File: src/rtl/tnoc_input_unit.sv
// tnoc_input_unit
//
// Input side of one router port. Incoming flits go into a small FIFO. The
// head flit at the front of the FIFO is XY-routed to one of five outputs.
// The unit requests that output, waits for the switch grant, and then
// streams the packet until its tail flit is transferred.
//
// Optional feature macro: TNOC_INPUT_UNIT_ORPHAN_CHECK_EN
//   defined   : a non-head flit found at the FIFO front while idle is dropped
//               (popped in one cycle) and o_error pulses in that cycle.
//   undefined : no check; such a flit is routed as if it were a head flit,
//               and o_error stays 0.
//
// Ports
//   clk, rst          clock, synchronous active-high reset
//   i_flit_valid      input flit valid
//   o_flit_ready      input ready (FIFO not full), depends on count only
//   i_flit            input flit: bit0 head, bit1 tail, then dest X, dest Y
//   o_output_request  one-hot request [0]X+ [1]X- [2]Y+ [3]Y- [4]local
//   i_output_grant    grant from the switches, one-hot or zero
//   o_valid           per-output flit valid, at most one bit set
//   i_ready           per-output ready
//   o_flit            FIFO front flit, shared by all outputs
//   o_error           orphan-drop pulse (macro builds only)
//   dbg_state         FSM state: 0 IDLE, 1 REQUEST, 2 ACTIVE
//   dbg_count         FIFO occupancy
//
// Handshake: a transfer happens on a rising edge where valid and ready are
// both high on the same lane; valid never waits on ready.

module tnoc_input_unit #(
    parameter int FLIT_WIDTH  = 32,
    parameter int COORD_WIDTH = 3,
    parameter int LOCAL_X     = 0,
    parameter int LOCAL_Y     = 0,
    parameter int DEPTH       = 4
) (
    input  logic                     clk,
    input  logic                     rst,
    input  logic                     i_flit_valid,
    output logic                     o_flit_ready,
    input  logic [FLIT_WIDTH-1:0]    i_flit,
    output logic [4:0]               o_output_request,
    input  logic [4:0]               i_output_grant,
    output logic [4:0]               o_valid,
    input  logic [4:0]               i_ready,
    output logic [FLIT_WIDTH-1:0]    o_flit,
    output logic                     o_error,
    output logic [1:0]               dbg_state,
    output logic [$clog2(DEPTH):0]   dbg_count
);

    localparam int PTR_W = $clog2(DEPTH);
    localparam int CNT_W = PTR_W + 1;
    localparam logic [COORD_WIDTH-1:0] LX = COORD_WIDTH'(LOCAL_X);
    localparam logic [COORD_WIDTH-1:0] LY = COORD_WIDTH'(LOCAL_Y);

    typedef enum logic [1:0] {
        IDLE    = 2'd0,
        REQUEST = 2'd1,
        ACTIVE  = 2'd2
    } state_t;

    state_t                  state;
    logic [4:0]              route_q;
    logic [4:0]              route_next;
    logic [FLIT_WIDTH-1:0]   mem [DEPTH];
    logic [PTR_W-1:0]        wr_ptr;
    logic [PTR_W-1:0]        rd_ptr;
    logic [CNT_W-1:0]        count;
    logic                    empty;
    logic                    push;
    logic                    pop;
    logic                    xfer_pop;
    logic                    orphan;
    logic [COORD_WIDTH-1:0]  head_x;
    logic [COORD_WIDTH-1:0]  head_y;

    assign empty        = (count == '0);
    assign o_flit_ready = (count != CNT_W'(DEPTH));
    // A full FIFO refuses input even when a pop happens in the same cycle.
    assign push         = i_flit_valid && o_flit_ready;
    assign o_flit       = mem[rd_ptr];

    assign head_x = o_flit[2 +: COORD_WIDTH];
    assign head_y = o_flit[2 + COORD_WIDTH +: COORD_WIDTH];

`ifdef TNOC_INPUT_UNIT_ORPHAN_CHECK_EN
    assign orphan = (state == IDLE) && !empty && !o_flit[0];
`else
    assign orphan = 1'b0;
`endif
    assign o_error = orphan;

    // XY routing: resolve X first, then Y, otherwise deliver locally.
    always_comb begin
        route_next = 5'b10000;
        if (head_x > LX)      route_next = 5'b00001;
        else if (head_x < LX) route_next = 5'b00010;
        else if (head_y > LY) route_next = 5'b00100;
        else if (head_y < LY) route_next = 5'b01000;
    end

    // Request is held from REQUEST through the whole packet.
    assign o_output_request = (state != IDLE) ? route_q : 5'b00000;
    assign o_valid          = (state == ACTIVE && !empty) ? route_q : 5'b00000;
    assign xfer_pop         = |(o_valid & i_ready);
    assign pop              = xfer_pop || orphan;

    assign dbg_state = state;
    assign dbg_count = count;

    // FIFO storage and pointers
    always_ff @(posedge clk) begin
        if (rst) begin
            for (int i = 0; i < DEPTH; i++) mem[i] <= '0;
            wr_ptr <= '0;
            rd_ptr <= '0;
            count  <= '0;
        end else begin
            if (push) begin
                mem[wr_ptr] <= i_flit;
                wr_ptr      <= wr_ptr + PTR_W'(1);
            end
            if (pop) rd_ptr <= rd_ptr + PTR_W'(1);
            count <= count + CNT_W'(push) - CNT_W'(pop);
        end
    end

    // Packet FSM
    always_ff @(posedge clk) begin
        if (rst) begin
            state   <= IDLE;
            route_q <= 5'b00000;
        end else begin
            case (state)
                IDLE: begin
                    if (!empty && !orphan) begin
                        route_q <= route_next;
                        state   <= REQUEST;
                    end
                end
                REQUEST: begin
                    // Grants on lanes other than our route are ignored.
                    if ((i_output_grant & route_q) != 5'b00000) state <= ACTIVE;
                end
                ACTIVE: begin
                    // Grant loss here is a protocol violation; stay put.
                    if (xfer_pop && o_flit[1]) state <= IDLE;
                end
                default: state <= IDLE;
            endcase
        end
    end

endmodule
File: config.mk
export PLATFORM = sky130hd
export DESIGN_NAME = tnoc_input_unit
export DESIGN_NICKNAME = d
export VERILOG_FILES = /design/src/rtl/tnoc_input_unit.sv
export SDC_FILE = /design/constraint.sdc
export NUM_CORES = 1
export LEC_CHECK = 0
export BUFFER_PORTS_ARGS = -buffer_cell sky130_fd_sc_hd__clkbuf_2
export CAP_MARGIN = 10
export CORE_MARGIN = 2
export CORE_UTILIZATION = 35
export DETAILED_ROUTE_END_ITERATION = 10
export MAX_ROUTING_LAYER = met4
export PLACE_DENSITY_LB_ADDON = 0.3
export SKIP_LAST_GASP = 1
export SYNTH_ARGS = -nofsm -noshare
export SYNTH_HDL_FRONTEND = slang
export SYNTH_SLANG_ARGS = --single-unit
File: constraint.sdc
create_clock -name clk -period 4.62 [get_ports clk]
set_input_delay 0.693 -clock clk [delete_from_list [all_inputs] [get_ports clk]]
set_output_delay 0.693 -clock clk [all_outputs]
set_load 0.02 [all_outputs]
**Word level (Yosys, flattened, before mapping)**

Memories as Yosys holds them, arrays and structs flattened. A register that Yosys moved wholly into a read port is not among the register bits.
Index checks and enable logic that the tools add are counted.

- Register bits: 14
- Bits in latches: 0
- Memory bits (writable): 128
- Memory bits (read-only): 0
- Input bits: 45
- Output and inout port bits: 49
- Word-level logic and storage cells: 55
- Memories kept: 1

Memories:

| memory | words | bits a word | read ports | clocked after memory_dff | wr ports | line | RTL |
|---|---|---|---|---|---|---|---|
| mem | 4 | 32 | 1 | 1 | 4 | 67 | `logic [FLIT_WIDTH-1:0] mem [DEPTH];` |

- Add/sub/neg operators: 4
- Multiply operators: 0
- Div/mod/pow operators: 0
- $lt $le $gt $ge: 4
- Equality and inequality tests: 6
- Shift-type cells: 0
- Mux-type cells: 20
- Bitwise logic cells: 3
- Reductions and logical operators: 12

Operator list:

| operator | number |
|---|---|
| 32-bit 2-to-1 mux | 1 |
| 32-bit OR reduction | 1 |
| 5-bit 2-to-1 mux | 6 |
| 2-bit 2-to-1 mux | 6 |
| 5-bit bitwise AND | 2 |
| 3-bit by 1-bit > comparator with 1-bit output, second input constant | 2 |
| 3-bit by 1-bit < comparator with 1-bit output, second input constant | 2 |
| 1-bit 2-to-1 mux | 6 |
| 2-bit case mux with 3 select lines | 1 |
| 5-bit nonzero test | 1 |
| 5-bit OR reduction | 1 |
| 2-bit by 1-bit adder with 2-bit output, second input constant | 2 |
| 2-bit != test, second input constant | 2 |
| 3-bit by 1-bit adder with 3-bit output | 1 |
| 1-bit logical AND | 3 |
| 3-bit logical NOT | 1 |
| 3-bit != test, second input constant | 1 |
| 3-bit AND reduction | 1 |
| 3-bit by 1-bit subtractor with 3-bit output | 1 |
| 2-bit by 1-bit equality test with 1-bit output, second input constant | 1 |
| 2-bit equality test, second input constant | 1 |
| 2-bit logical NOT | 1 |
| 2-bit by 1-bit != test with 1-bit output, second input constant | 1 |
| 2-bit AND reduction | 1 |
| 3 further kinds | 3 |

**Longest topological paths before layout**

- Depth in word-level cells: 9
- Mapped depth: 8
- Gate-level depth less buffers: 8

**Worst setup path before layout**

No wires, ideal clock.

- Kind: flip-flop to flip-flop
- Start point: reg count[1], in the netlist dbg_count[1]
- End point: mem mem[1][0] (enable)
- Library setup time: 0.466 ns
- Arrival time: 3.295 ns
- Data required time: 4.154 ns
- Path slack: 0.860 ns
- Stages on the path, launching flop included: 4
- Buffers on the path: 0
- Period minus slack after synthesis: 3.760 ns
- Cells stage by stage: dfxtp_1 -> or3b_1 -> nand2_1 -> o21ai_0

RTL lines:

| item | line | RTL |
|---|---|---|
| start, declared | 70 | `logic [CNT_W-1:0] count;` |
| start signal, assigned | 126 | `count <= count + CNT_W'(push) - CNT_W'(pop);` |
| end, declared | 67 |  |

==> out/qor.yml <==
p_seq_share_pct: 46.7
die_w_um: 136
start_kind: "flop"
avgViaCountPerCell: 4.77
layout_commonest_cell: "edfxtp_1"
diodes: 0
half_perimeter_wire_length_of_the_detailed_placement_result_mm: 7.81
critPathBufInv: 2
start_util_pct: 35.6
report.final.slew_viol_count: 0
rsz0062_at_grt: "false"
synth_compound_area_share_pct: 1.12
combinational_family_with_the_most_area_after_synthesis: "simple AND/OR/NAND/NOR gates"
yosys_warnings: 0
die_h_um: 136
power.switching_fraction_pct: 27.2
post-route-drc-count: 0
syn2layout_area_growth_pct: 19.6
multi_input_comb_area_um2: 1770
max-cap-violations: 0
setup_violations: 0
routed_wirelength_mm: 13.3
pwr_density_cell_nw_per_um2: 485
post_synth_fa_ha_maj_area_fraction_pct: 0.532
inst_count_dp: 720
synth_sequential_area_ratio_pct: 67.4
drt_pre_antenna_iters: 5
cts_root_buf: "clkbuf_16"
portBuffers: 84
globalplace.congestion: 0.720
grt_antenna_before_repair: 0
ctsLongestPathBuffers: 2
post_route_cells_drive_above_1_share_pct: 27.9
fin_hold_ws_ns: 0.511
nNetsFinal: 561
cp_cell_sequence: "buf_4, mux4_2, clkbuf_2"
internal_power_mw: 2.58
via_count: 3573
post_cts.resized_instances: 0
cts_hold_buf: 0
maximum_number_of_pins_on_one_net_before_global_route_repair: 34
worst_setup_hold_path_clk_slew_ns: 0.05
post_synth_xor_area_fraction_pct: 1.00
critical_path_arrival_ns: 2.40
power.combinational.fraction_pct: 18.2
power.static_leakage_nw: 2.96
grt_use_total_pct: 15.5
cts_setup_buffers: 0
insertion_delay_ns: 0.41
timing.setup.critical_path_class: "reg2out"
dominantRegCellSynth: "edfxtp_1"
fp-row-count: 48
count_of_endpoints_failing_hold_in_the_final_timing_report: 0
h_tree_depth_reported_by_cts: 4
stdcell_count: 749
regArea_um2: 4130
critical_path_required_ns: 3.93
p_sw_mw: 0.967
synthSimpleGateAreaFrac_pct: 13.0
netlist-cell-type-count: 39
run_status: "completed"
post_synth_instance_area_um2: 6120
design_power_total_mw: 3.55
ir_worst_vdd_uv: 256
synthesized_area_per_cell_um2: 14.3
cp_slowest_cell: "dfxtp_2"
clock-skew-final_ns: 0.0101
fp.dieArea_um2: 18600
grt_pass1_vias: 3570
max-slew-margin-rel_pct: 36.6
hold_class: "reg2reg"
globalRouteOverflowTotal: 0
ios: 94
clock_power_share_pct: 35.1
clock_tree_from_tritoncts: "done"
maximum_fanout_along_the_worst_path: 24
layout.filler_cells: 1630
core_area_um2: 17200
route.detailed.wl_per_inst_um: 17.7
critical_path_s_top_delay_family: "flip-flops"
grt_first_pass_wirelength_mm: 19.9
numCtsBuffers: 17
final.period_utilization_pct: 67.0
drt_first_iter_violations: 231
synth_edf_count: 128
ys_ff_latch: 142
finalSetupTns_ns: 0
yosys-mux-area-fraction_pct: 12.3
postSynth.asyncResetShare_pct: 0
final_period_minus_worst_setup_slack_ns: 3.09
timing_worst_slew_pin_value_ns: 0.951
crit_path_max_incr_delay_ns: 0.90
maxClockFrequency_mhz: 323
most-common-layout-cells: "128 x edfxtp_1, 84 x clkbuf_2, 74 x nor2_1"
syn_inst: 428
antenna_violating_nets_post_route: 0
worst_setup_path_end_kind: "output pin"
cts.sinks: 142
[power groups by stage]
| stage | logic [mW] | registers [mW] | clock network (mW) |
|---|---|---|---|
| after floorplan | 0.419 | 1.69 | 0 |
| after global placement | 0.654 | 1.67 | 0 |
| after detailed placement | 0.663 | 1.69 | 0 |
| after CTS | 0.667 | 1.66 | 1.27 |
| after global routing | 0.709 | 1.68 | 1.32 |
| final | 0.648 | 1.66 | 1.25 |
[through the flow]
stage / util [%] / area, um^2 / setup WS [ns]
floorplan: - / 6130 / 0.860
global placement: 39.5 / 6790 / 1.22
detailed placement: 39.5 / 6790 / 1.22
CTS: 42.6 / 7320 / 1.40
global route: 42.6 / 7320 / 1.32
finish: 42.6 / 7320 / 1.53
[cell families after synthesis]
logic type                 Yosys count
AOI/OAI and AO/OA                   10
muxes                               32
adders and majority gates            2
and+or+nand+nor                    170
xor gates and xnor gates             7
other                                1
DFF                                142
buffers and inverters               64
[path summary, 6_finish.rpt]
| path | startpoint | end | slack [ns] | cells past startpoint |
|---|---|---|---|---|
| min reg2reg | rd_ptr[1] | rd_ptr[1] | 0.51 | 2 |
| max | flop | o_flit[18] | 1.53 | 3 |
| min | rd_ptr[1] | rd_ptr[1] | 0.51 | 2 |
| max reg2reg | dbg_count[1] | mem[0][20] | 1.95 | 5 |
[worst register-to-register path, cell delays in order (launching register included)]
cell and delay (ns):
dfxtp_1 0.41, or3b_1 0.23, and3_2 0.19, buf_4 0.40
nor3b_2 0.27, or2_2 0.77
[cell type report]
cell class | count | area share (%)
Sequential cell | 142 | 56.4
Multi-Input combinational cell | 226 | 24.2
Timing Repair Buffer | 90 | 6.36
Clock buffer | 18 | 5.86
Tap cell | 225 | 3.85
Inverter | 37 | 1.90
Clock inverter | 11 | 1.40
[flip-flops by register name (all words and copies together) (netlist names), named ones only]
register	flops
mem	128
dbg_count	3
route_q	3
dbg_state	2
rd_ptr	2
wr_ptr	2
[cells in the mapped netlist, types with 2 or more instances]
cell type	number	area, um^2
a21oi_1	2	10.0
and2_1	35	219
buf_2	3	15.0
buf_4	5	37.5
clkbuf_1	16	60.1
dfxtp_1	14	280
edfxtp_1	128	3840
inv_1	37	139
mux4_1	9	236
mux4_2	23	518
nand2_1	37	139
nand2b_1	3	18.8
nor2_1	74	278
nor2b_1	6	37.5
nor3_1	4	20.0
nor4_1	2	12.5
o21ai_0	3	15.0
xnor2_1	6	52.6
[routing by layer]
| layer | global-route usage, % | wire, um |
|---|---|---|
| met4 | 5.73 | 193 |
| met1 | 18.9 | 5580 |
| met3 | 3.43 | 694 |
| met5 | - | 0 |
| met2 | 25.4 | 6790 |
(Power assumes the default switching activity.)
